===== config.mk =====
export PLATFORM = sky130hd
export DESIGN_NAME = seg_scan_ctrl_flat
export DESIGN_NICKNAME = d
export VERILOG_FILES = /design/src/rtl/seg_pkg.sv /design/src/rtl/seg_scan_ctrl_if.sv /design/src/rtl/seg_refresh_tick.sv /design/src/rtl/seg_scan_ctrl.sv /design/src/flat_wrapper.sv
export SDC_FILE = /design/constraint.sdc
export NUM_CORES = 1
export LEC_CHECK = 0
export CORE_AREA = 4 4 101 103
export CTS_CLUSTER_DIAMETER = 80
export DETAILED_ROUTE_END_ITERATION = 8
export DIE_AREA = 0 0 105 107
export GPL_TIMING_DRIVEN = 0
export PLACE_DENSITY = 0.78
export SYNTH_ARGS = -nofsm -noshare
export SYNTH_HDL_FRONTEND = slang
export SYNTH_SLANG_ARGS = --single-unit

===== constraint.sdc =====
create_clock -name clk -period 2.3 [get_ports clk]
set_input_delay 0.575 -clock clk [delete_from_list [all_inputs] [get_ports clk]]
set_output_delay 0.575 -clock clk [all_outputs]
set_load 0.01 [all_outputs]

===== src/rtl/seg_pkg.sv =====
// Shared constants for the 7-segment scan controller.
package seg_pkg;

  localparam int unsigned DIGIT_W         = 4;
  localparam int unsigned MAX_DIGITS      = 8;
  localparam int unsigned NUM_DIGITS_DEF  = 8;
  localparam int unsigned REFRESH_DIV_DEF = 100000;

  localparam logic [MAX_DIGITS-1:0] ANODE_OFF = '1;

endpackage


===== src/rtl/seg_scan_ctrl_if.sv =====
// Display-side bus of the scan controller: load strobe, display word, digit enables and scan outputs.
interface seg_scan_ctrl_if
  import seg_pkg::*;
#(
  parameter int unsigned NUM_DIGITS = NUM_DIGITS_DEF
);

  logic                          load;
  logic [DIGIT_W*NUM_DIGITS-1:0] data_in;
  logic [NUM_DIGITS-1:0]         dp_in;
  logic [NUM_DIGITS-1:0]         digit_en;
  logic [NUM_DIGITS-1:0]         anode;
  logic [DIGIT_W-1:0]            hex;
  logic                          dp;
  logic                          frame_done;

  modport master (
    output load, data_in, dp_in, digit_en,
    input  anode, hex, dp, frame_done
  );

  modport slave (
    input  load, data_in, dp_in, digit_en,
    output anode, hex, dp, frame_done
  );

endinterface


===== src/rtl/seg_refresh_tick.sv =====
// Refresh prescaler: counts 0..REFRESH_DIV-1 and raises tick_o for the cycle the count sits at its top value.
module seg_refresh_tick #(
  parameter int unsigned REFRESH_DIV = seg_pkg::REFRESH_DIV_DEF
) (
  input  logic clk,
  input  logic reset,
  output logic tick_o
);

  localparam int unsigned CNT_W = (REFRESH_DIV > 1) ? $clog2(REFRESH_DIV) : 1;
  localparam logic [CNT_W-1:0] CNT_MAX = CNT_W'(REFRESH_DIV - 1);

  logic [CNT_W-1:0] cnt_q, cnt_d;
  logic             tick_q;

  always_comb begin
    cnt_d = (cnt_q == CNT_MAX) ? '0 : cnt_q + CNT_W'(1);
  end

  // tick is registered from the next count so it aligns with cnt_q == CNT_MAX
  always_ff @(posedge clk) begin
    if (reset) begin
      cnt_q  <= '0;
      tick_q <= (REFRESH_DIV == 1);
    end else begin
      cnt_q  <= cnt_d;
      tick_q <= (cnt_d == CNT_MAX);
    end
  end

  assign tick_o = tick_q;

endmodule


===== src/rtl/seg_scan_ctrl.sv =====
// Time-multiplexed common-anode 7-segment scan controller with tear-free display update.
// Optional `LEAD_ZERO_BLANK_EN: blank digits above the highest nonzero nibble.
module seg_scan_ctrl
  import seg_pkg::*;
#(
  parameter int unsigned NUM_DIGITS  = NUM_DIGITS_DEF,
  parameter int unsigned REFRESH_DIV = REFRESH_DIV_DEF
) (
  input  logic            clk,
  input  logic            reset,
  seg_scan_ctrl_if.slave  bus
);

  localparam int unsigned WORD_W = DIGIT_W * NUM_DIGITS;
  localparam int unsigned IDX_W  = $clog2(NUM_DIGITS);
  localparam logic [IDX_W-1:0] IDX_LAST = IDX_W'(NUM_DIGITS - 1);
  localparam logic [NUM_DIGITS-1:0] ANODES_OFF = ANODE_OFF[NUM_DIGITS-1:0];

  logic                  tick;
  logic                  wrap_c;
  logic [IDX_W-1:0]      idx_q, idx_d;
  logic [WORD_W-1:0]     shadow_q, shadow_d, disp_q, disp_d;
  logic [NUM_DIGITS-1:0] shadow_dp_q, shadow_dp_d, disp_dp_q, disp_dp_d;
  logic                  pending_q, pending_d;
  logic [NUM_DIGITS-1:0] eligible_c;
  logic [NUM_DIGITS-1:0] anode_q, anode_d;
  logic [DIGIT_W-1:0]    hex_q, hex_d;
  logic                  dp_q, dp_d;
  logic                  frame_done_q, frame_done_d;

  seg_refresh_tick #(
    .REFRESH_DIV (REFRESH_DIV)
  ) u_tick (
    .clk    (clk),
    .reset  (reset),
    .tick_o (tick)
  );

  assign wrap_c = tick && (idx_q == IDX_LAST);

`ifdef LEAD_ZERO_BLANK_EN
  // digit i is eligible when any nibble at or above i is nonzero; digit 0 always is
  always_comb begin
    logic seen;
    seen       = 1'b0;
    eligible_c = '0;
    for (int i = NUM_DIGITS - 1; i >= 1; i--) begin
      if (disp_q[i*DIGIT_W +: DIGIT_W] != '0) seen = 1'b1;
      eligible_c[i] = seen;
    end
    eligible_c[0] = 1'b1;
  end
`else
  assign eligible_c = '1;
`endif

  // scan index, shadow capture and frame-boundary display swap
  always_comb begin
    idx_d       = idx_q;
    shadow_d    = shadow_q;
    shadow_dp_d = shadow_dp_q;
    disp_d      = disp_q;
    disp_dp_d   = disp_dp_q;
    pending_d   = pending_q;
    if (tick) idx_d = wrap_c ? '0 : idx_q + IDX_W'(1);
    if (wrap_c) begin
      if (bus.load) begin
        disp_d    = bus.data_in;
        disp_dp_d = bus.dp_in;
      end else if (pending_q) begin
        disp_d    = shadow_q;
        disp_dp_d = shadow_dp_q;
      end
      pending_d = 1'b0;
    end else if (bus.load) begin
      shadow_d    = bus.data_in;
      shadow_dp_d = bus.dp_in;
      pending_d   = 1'b1;
    end
  end

  always_comb begin
    anode_d = ANODES_OFF;
    if (bus.digit_en[idx_q] && eligible_c[idx_q]) anode_d[idx_q] = 1'b0;
    hex_d        = disp_q[int'(idx_q)*DIGIT_W +: DIGIT_W];
    dp_d         = ~disp_dp_q[idx_q];
    frame_done_d = wrap_c;
  end

  always_ff @(posedge clk) begin
    if (reset) begin
      idx_q        <= '0;
      shadow_q     <= '0;
      shadow_dp_q  <= '0;
      disp_q       <= '0;
      disp_dp_q    <= '0;
      pending_q    <= 1'b0;
      anode_q      <= ANODES_OFF;
      hex_q        <= '0;
      dp_q         <= 1'b1;
      frame_done_q <= 1'b0;
    end else begin
      idx_q        <= idx_d;
      shadow_q     <= shadow_d;
      shadow_dp_q  <= shadow_dp_d;
      disp_q       <= disp_d;
      disp_dp_q    <= disp_dp_d;
      pending_q    <= pending_d;
      anode_q      <= anode_d;
      hex_q        <= hex_d;
      dp_q         <= dp_d;
      frame_done_q <= frame_done_d;
    end
  end

  assign bus.anode      = anode_q;
  assign bus.hex        = hex_q;
  assign bus.dp         = dp_q;
  assign bus.frame_done = frame_done_q;

endmodule


===== src/flat_wrapper.sv =====
// flat-port wrapper written by rule: the top's interface ports become plain ports
module seg_scan_ctrl_flat import seg_pkg::*;
#(
  parameter int unsigned NUM_DIGITS  = NUM_DIGITS_DEF,
  parameter int unsigned REFRESH_DIV = REFRESH_DIV_DEF
)
  (clk, reset, bus_load, bus_data_in, bus_dp_in, bus_digit_en, bus_anode, bus_hex, bus_dp, bus_frame_done);
  seg_scan_ctrl_if #(.NUM_DIGITS(NUM_DIGITS)) bus_i ();
  input  logic clk;
  input  logic reset;
  input wire logic [$bits(bus_i.load)-1:0] bus_load;
  input wire logic [$bits(bus_i.data_in)-1:0] bus_data_in;
  input wire logic [$bits(bus_i.dp_in)-1:0] bus_dp_in;
  input wire logic [$bits(bus_i.digit_en)-1:0] bus_digit_en;
  output wire logic [$bits(bus_i.anode)-1:0] bus_anode;
  output wire logic [$bits(bus_i.hex)-1:0] bus_hex;
  output wire logic [$bits(bus_i.dp)-1:0] bus_dp;
  output wire logic [$bits(bus_i.frame_done)-1:0] bus_frame_done;
  assign bus_i.load = bus_load;
  assign bus_i.data_in = bus_data_in;
  assign bus_i.dp_in = bus_dp_in;
  assign bus_i.digit_en = bus_digit_en;
  assign bus_anode = bus_i.anode;
  assign bus_hex = bus_i.hex;
  assign bus_dp = bus_i.dp;
  assign bus_frame_done = bus_i.frame_done;
  seg_scan_ctrl #(.NUM_DIGITS(NUM_DIGITS), .REFRESH_DIV(REFRESH_DIV)) u_core (.clk(clk), .reset(reset), .bus(bus_i));
endmodule

==> results of run 1 <==
[through the flow]
step | hold WS, ns | area [um2] | instances | setup slack, ns
global placement | 0.441 | 5770 | 718 | 0.172
floorplan | 0.436 | 5010 | 545 | 0.623
finish | 0.452 | 6340 | 750 | 0.174
detailed placement | 0.446 | 5770 | 718 | 0.167
global route | 0.470 | 6340 | 750 | 0.0412
CTS | 0.454 | 6340 | 750 | 0.202
[how the worst min path moves through the flow]
stage / startpoint / to / slack [ns] / depth (start not counted)
floorplan: u_core.shadow_dp_q[0] / u_core.shadow_dp_q[0] / 0.44 / 2
global placement: u_core.shadow_q[16] / u_core.shadow_q[16] / 0.44 / 2
detailed placement: u_core.shadow_q[22] / u_core.shadow_q[22] / 0.45 / 2
CTS: u_core.shadow_dp_q[3] / u_core.shadow_dp_q[3] / 0.45 / 2
global route: u_core.shadow_q[29] / u_core.shadow_q[29] / 0.47 / 2
finish: u_core.shadow_q[13] / u_core.shadow_q[13] / 0.45 / 2
[power groups by stage]
stage	clock, uW	combinational, uW	sequential [uW]
floorplan	0	166	2120
global placement	0	299	2120
detailed placement	0	308	2120
CTS	2530	310	2080
global route	2620	340	2080
finish	2500	308	2080
[Yosys cell counts, types with 2 or more instances]
cell,n,share of area
and4_1,2,0.0035
nor3b_1,3,0.0045
nor3_1,2,0.0020
inv_1,3,0.0022
a31oi_1,2,0.0025
or2_2,2,0.0025
nor2b_1,3,0.0037
or3_1,2,0.0025
nor2_1,72,0.054
nand4_1,2,0.0025
and3_1,2,0.0025
and2_1,3,0.0037
nand3b_1,2,0.0030
nand2_1,98,0.073
xor2_1,7,0.012
nand2b_1,3,0.0037
nor4_4,2,0.0085
clkbuf_1,24,0.018
dfxtp_1,116,0.46
buf_2,15,0.015
a211oi_1,41,0.061
nand3_1,5,0.0050
mux4_2,12,0.054
mux2i_1,49,0.098
buf_1,2,0.0015
a21oi_1,43,0.043
ha_1,3,0.0075
xnor2_1,8,0.014
[metal layers]
metal / wire, um / GRT usage / vias to the layer above
met5: 0 / 0 / -
met3: 595 / 0.0512 / 24
met4: 225 / 0.0825 / 0
li1: - / - / 2053
met2: 5760 / 0.374 / 119
met1: 4890 / 0.244 / 2009
[sequential cells by signal, summed over array words and instances, names as in the netlist]
signal	flops
u_core.idx_q	3
u_core.bus.anode	8
u_core.pending_q	1
u_core.bus.dp	1
u_core.disp_q	32
u_core.shadow_dp_q	8
u_core.u_tick.tick_o	1
u_core.u_tick.cnt_q	17
u_core.disp_dp_q	8
u_core.shadow_q	32
u_core.bus.frame_done	1
u_core.bus.hex	4
[logic make-up after synthesis]
group / count (synthesis)
and+or+nand+nor: 213
DFF: 116
AOI/OAI and AO/OA: 92
muxes: 61
buffers and inverters: 45
xor gates and xnor gates: 15
adders and majority gates: 3
[cell type report]
type / instances / area [um2]
fill: 722 / 2850
inverter: 3 / 11.3
multi-input combinational: 384 / 2500
tap: 111 / 139
sequential: 116 / 2320
buffer: 42 / 178
clock buffer: 17 / 414
timing repair buffer: 62 / 621
clock inverter: 15 / 159
[critical path: stages, from the launching register on]
cell,delay [ns]
dfxtp_1,0.32
ha_1,0.20
ha_1,0.22
nand2_1,0.19
and2_1,0.17
clkbuf_1,0.26
clkbuf_1,0.41
nand2_1,0.13
a21oi_1,0.15
==> flow_metrics.env, run 1 <==
export IMPL_status="finished clean"
export IMPL_critPathArrivalTime_ns=2.57
export IMPL_p_leak_uw=0.00238
export IMPL_grt_remaining_overflow=0
export IMPL_reg2reg_from="u_core.idx_q[0]"
export IMPL_utilization=0.690
export IMPL_period_minus_slack_ns=2.13
export IMPL_fin_skew_ns=0.00795
export IMPL_yosys_warnings=0
export IMPL_drv_slew=0
export IMPL_hp_class="flip-flop to flip-flop"
export IMPL_initial_core_util=0.545
export IMPL_die_area_mm2=0.0112
export IMPL_synth_area_mux_share=0.152
export IMPL_crit_start="u_core.idx_q[0]"
export IMPL_p_int_uw=3750
export IMPL_drtPass1Iterations=5
export IMPL_fp_dieH_um=107
export IMPL_crit_fanout=10
export IMPL_wl_per_cell_um=15.3
export IMPL_antenna_found_initial=0
export IMPL_p_per_area_mw_per_mm2=770
export IMPL_p_total_uw=4880
export IMPL_nets=680
export IMPL_reg2reg_depth=8
export IMPL_grt_usage=0.210
export IMPL_setup_tns_final_ns=0
export IMPL_peakVddDrop_uv=516
export IMPL_syn2layout_area_growth_pct=26.6
export IMPL_cts_hold_buffers=0
export IMPL_synth_area_mm2=0.00501
export IMPL_layout_drive_gt1_share=0.114
export IMPL_viasPerCell=5.61
export IMPL_rsz0062_at_grt="no"
export IMPL_synth_top_family_by_area="simple AND/OR/NAND/NOR gates"
export IMPL_p_sw_frac=0.233
export IMPL_syn_nets=599
export IMPL_pin_count=65
export IMPL_slew_headroom=0.608
export IMPL_cp_start_kind="flip-flop"
export IMPL_grt_max_degree=17
export IMPL_synth_edff_count=0
export IMPL_ys_ff_latch=116
export IMPL_cap_viol_max_count=0
export IMPL_dr_total_vias=4205
export IMPL_io_buffers=62
export IMPL_antennaDiodeCount=0
export IMPL_pwr_share_clk=0.511
export IMPL_path_class="flip-flop to flip-flop"
export IMPL_ctsResizeCount=0
export IMPL_first_iter_violations=255
export IMPL_synth_async_reset_ratio=0
export IMPL_reg2reg_setup_slack_ns=0.17
export IMPL_r2r_end="u_core.shadow_q[28]"
export IMPL_dp_hpwl_um=8220
export IMPL_numCtsBuffers=17
export IMPL_setup_viol=0
export IMPL_ys_types=45
export IMPL_wirelength_um=11500
export IMPL_clk_latency_ns=0.52
export IMPL_max_freq_ghz=0.470
export IMPL_tritoncts="yes"
export IMPL_synth_ff_type="dfxtp_1"
export IMPL_gp_congestion=0.799
export IMPL_cp_data_required_time_ns=2.74
export IMPL_pwr_share_seq=0.426
export IMPL_p_sw_uw=1140
export IMPL_die_x_um=105
export IMPL_syn_area_per_cell_um2=9.19
export IMPL_rows=35
export IMPL_crit_path_end="u_core.shadow_q[28]"
export IMPL_synth_xor_area_frac=0.0262
export IMPL_ant_nets=0
export IMPL_clkTransAtPathRegs_ns=0.06
export IMPL_final_common_cell="dfxtp_1"
export IMPL_syn_inst=545
export IMPL_clkSinkCount=116
export IMPL_grt_pass1_vias=4161
export IMPL_period_share=0.924
export IMPL_cts_root_buf="clkbuf_8"
export IMPL_cts_setup_buffers=0
export IMPL_ys_seq_area_frac=0.463
export IMPL_crit_path_end_kind="flip-flop"
export IMPL_synthAdderAreaFrac=0.00749
export IMPL_drc_errors=0
export IMPL_yosys_area_share_simple=0.197
export IMPL_final_cell_mix="116 x dfxtp_1, 98 x nand2_1, 72 x nor2_1"
export IMPL_grt_pass1_wl_um=19100
export IMPL_tightest_slew_ns=0.588
export IMPL_core_area_mm2=0.00920
export IMPL_hold_violations=0
export IMPL_comb_power_share=0.063
export IMPL_cts_buffer_depth=2
export IMPL_cts_htree_levels=4
export IMPL_synth_compound_area_share=0.117
Power figures use the tool's default switching activity.
==> inputs of run 2 (changes only) <==
- CELL_PAD_IN_SITES_DETAIL_PLACEMENT: default -> 1
- CELL_PAD_IN_SITES_GLOBAL_PLACEMENT: default -> 1
- CORE_AREA: 4 4 101 103 -> 4 4 115 117
- DIE_AREA: 0 0 105 107 -> 0 0 119 121
- PLACE_DENSITY: 0.78 -> default
- PLACE_DENSITY_LB_ADDON: default -> 0.1
==> run 2 against run 1 <==
  * Final cell count rose by 8.0%
  * Clock power hardly changed
  * Total power rose by 0.39%
  * Core utilization is 17 points lower
  * Global-route usage down 1.4 points
  * Sequential share of layout area decreased by 0.39 points
  * Non-clock buffer count unchanged
  * Sequential power is essentially flat
  * Fmax is essentially flat
  * Clock skew shrank 0.0025 ns
  * Critical path depth fell by 1
  * Via count is 1.3% lower
  * Largest cell class unchanged
  * Highest routed layer unchanged
==> flow_metrics.env, run 2 (synthesized netlist as in run 1, its figures left out) <==
export IMPL_grt_pass1_wl_um=22400
export IMPL_nFillCells=1405
export IMPL_ctsResizeCount=0
export IMPL_pwr_share_clk=0.511
export IMPL_holdWs_ns=0.454
export IMPL_dp_hpwl_um=9690
export IMPL_reg_largest_list="u_core.disp_q: 32 flops, u_core.shadow_q: 32 flops, u_core.u_tick.cnt_q: 17 flops"
export IMPL_whs_path_depth=2
export IMPL_reg2reg_from="u_core.idx_q[2]"
export IMPL_setup_viol=0
export IMPL_grt_max_degree=17
export IMPL_cts_hold_buffers=0
export IMPL_gr_usage_met1=0.240
export IMPL_drc_errors=0
export IMPL_cp_start_kind="flip-flop"
export IMPL_clkTransAtPathRegs_ns=0.05
export IMPL_critPathArrivalTime_ns=2.47
export IMPL_utilization=0.519
export IMPL_hold_violations=0
export IMPL_cap_viol_max_count=0
export IMPL_wl_per_cell_um=16.5
export IMPL_nets=680
export IMPL_pin_count=65
export IMPL_setup_tns_final_ns=0
export IMPL_grt_pass1_vias=4468
export IMPL_p_leak_uw=0.00239
export IMPL_period_share=0.925
export IMPL_slew_headroom=0.560
export IMPL_cp_data_required_time_ns=2.64
export IMPL_rows=41
export IMPL_path_class="flip-flop to flip-flop"
export IMPL_gr_usage_met2=0.325
export IMPL_globalRoute_busiestLayer="met2"
export IMPL_cts_setup_buffers=0
export IMPL_antennaDiodeCount=0
export IMPL_use_met3=0.0527
export IMPL_rsz0062_at_grt="yes"
export IMPL_clkSinkCount=116
export IMPL_final_common_cell="dfxtp_1"
export IMPL_p_sw_frac=0.219
export IMPL_die_x_um=119
export IMPL_tritoncts="yes"
export IMPL_hp_class="flip-flop to flip-flop"
export IMPL_max_freq_ghz=0.470
export IMPL_core_area_mm2=0.0124
export IMPL_reg2reg_depth=7
export IMPL_design_area_mm2=0.00641
export IMPL_period_minus_slack_ns=2.13
export IMPL_drv_slew=0
export IMPL_peakVddDrop_uv=465
export IMPL_tightest_slew_ns=0.660
export IMPL_crit_fanout=10
export IMPL_cts_buffer_depth=2
export IMPL_fp_dieH_um=121
export IMPL_p_sw_uw=1070
export IMPL_p_per_area_mw_per_mm2=765
export IMPL_die_area_mm2=0.0144
export IMPL_p_int_uw=3830
export IMPL_crit_path_end_kind="flip-flop"
export IMPL_crit_start="u_core.idx_q[2]"
export IMPL_grt_remaining_overflow=0
export IMPL_r2r_end="u_core.shadow_q[5]"
export IMPL_grt_usage=0.196
export IMPL_final_cell_mix="116 x dfxtp_1, 98 x nand2_1, 71 x nor2_1"
export IMPL_clk_latency_ns=0.42
export IMPL_first_iter_violations=162
export IMPL_cts_root_buf="clkbuf_16"
export IMPL_numCtsBuffers=17
export IMPL_layout_drive_gt1_share=0.110
export IMPL_crit_path_end="u_core.shadow_q[5]"
export IMPL_antenna_found_initial=0
export IMPL_dr_total_vias=4150
export IMPL_comb_power_share=0.064
export IMPL_pwr_share_seq=0.425
export IMPL_cts_htree_levels=4
export IMPL_drtPass1Iterations=4
export IMPL_gp_congestion=0.782
export IMPL_fin_skew_ns=0.00549
export IMPL_syn2layout_area_growth_pct=28.0
export IMPL_wirelength_um=13400
export IMPL_placedInstanceArea_mm2=0.00585
export IMPL_reg2reg_setup_slack_ns=0.17
export IMPL_ant_nets=0
export IMPL_initial_core_util=0.405
export IMPL_status="finished clean"
export IMPL_io_buffers=62
export IMPL_viasPerCell=5.12
[run 2: worst max-delay path: stages, from the launching register on]
cell	delay [ns]
dfxtp_1	0.45
ha_1	0.31
nand2_1	0.19
and2_1	0.16
clkbuf_1	0.25
clkbuf_1	0.42
nand2_1	0.13
a21oi_1	0.14
[run 2: worst min path at each step]
stage                          startpoint                     to  slack, ns
floorplan           u_core.shadow_dp_q[0]  u_core.shadow_dp_q[0]       0.44
global placement      u_core.shadow_q[17]    u_core.shadow_q[17]       0.44
detailed placement    u_core.shadow_q[20]    u_core.shadow_q[20]       0.45
CTS                   u_core.shadow_q[20]    u_core.shadow_q[20]       0.46
global route          u_core.shadow_q[27]    u_core.shadow_q[27]       0.48
finish                u_core.shadow_q[20]    u_core.shadow_q[20]       0.45
[run 2: final cells by class]
| type | instances | area [um2] | area share |
|---|---|---|---|
| plain buffers | 42 | 181 | 0.0283 |
| clock buffers | 28 | 517 | 0.0806 |
| clock inverters | 3 | 42.5 | 0.00663 |
| inverters | 3 | 11.3 | 0.00176 |
| multi-input cells | 384 | 2500 | 0.390 |
| flip-flops and latches | 116 | 2320 | 0.362 |
| well taps | 172 | 215 | 0.0336 |
| repair buffers | 62 | 621 | 0.0968 |
[run 2: power by group through the flow]
| stage | registers (uW) | logic [uW] | clock network [uW] |
|---|---|---|---|
| 2_1_floorplan | 2120 | 166 | 0 |
| 3_3_place_gp | 2120 | 308 | 0 |
| 3_5_place_dp | 2120 | 317 | 0 |
| 4_1_cts | 2080 | 320 | 2560 |
| 5_1_grt | 2090 | 350 | 2650 |
| 6_report | 2080 | 315 | 2510 |
[run 2: through the flow]
step	power (uW)	instances	setup slack, ns
2_1_floorplan	2280	545	0.623
3_3_place_gp	2430	779	0.0147
3_5_place_dp	2440	779	0.0196
4_1_cts	4960	810	0.106
5_1_grt	5090	810	-0.00772
6_report	4900	810	0.174
[run 2: layer usage]
layer	share of wire	vias to the layer above
li1	-	2052
met1	0.46	1997
met2	0.48	74
met3	0.034	27
met4	0.023	0
met5	0	-
==> inputs of run 3 (changes only) <==
- CAP_MARGIN: default -> 40
==> results of run 3 <==
Final layout, timing and power as in run 2 (identical DEF).
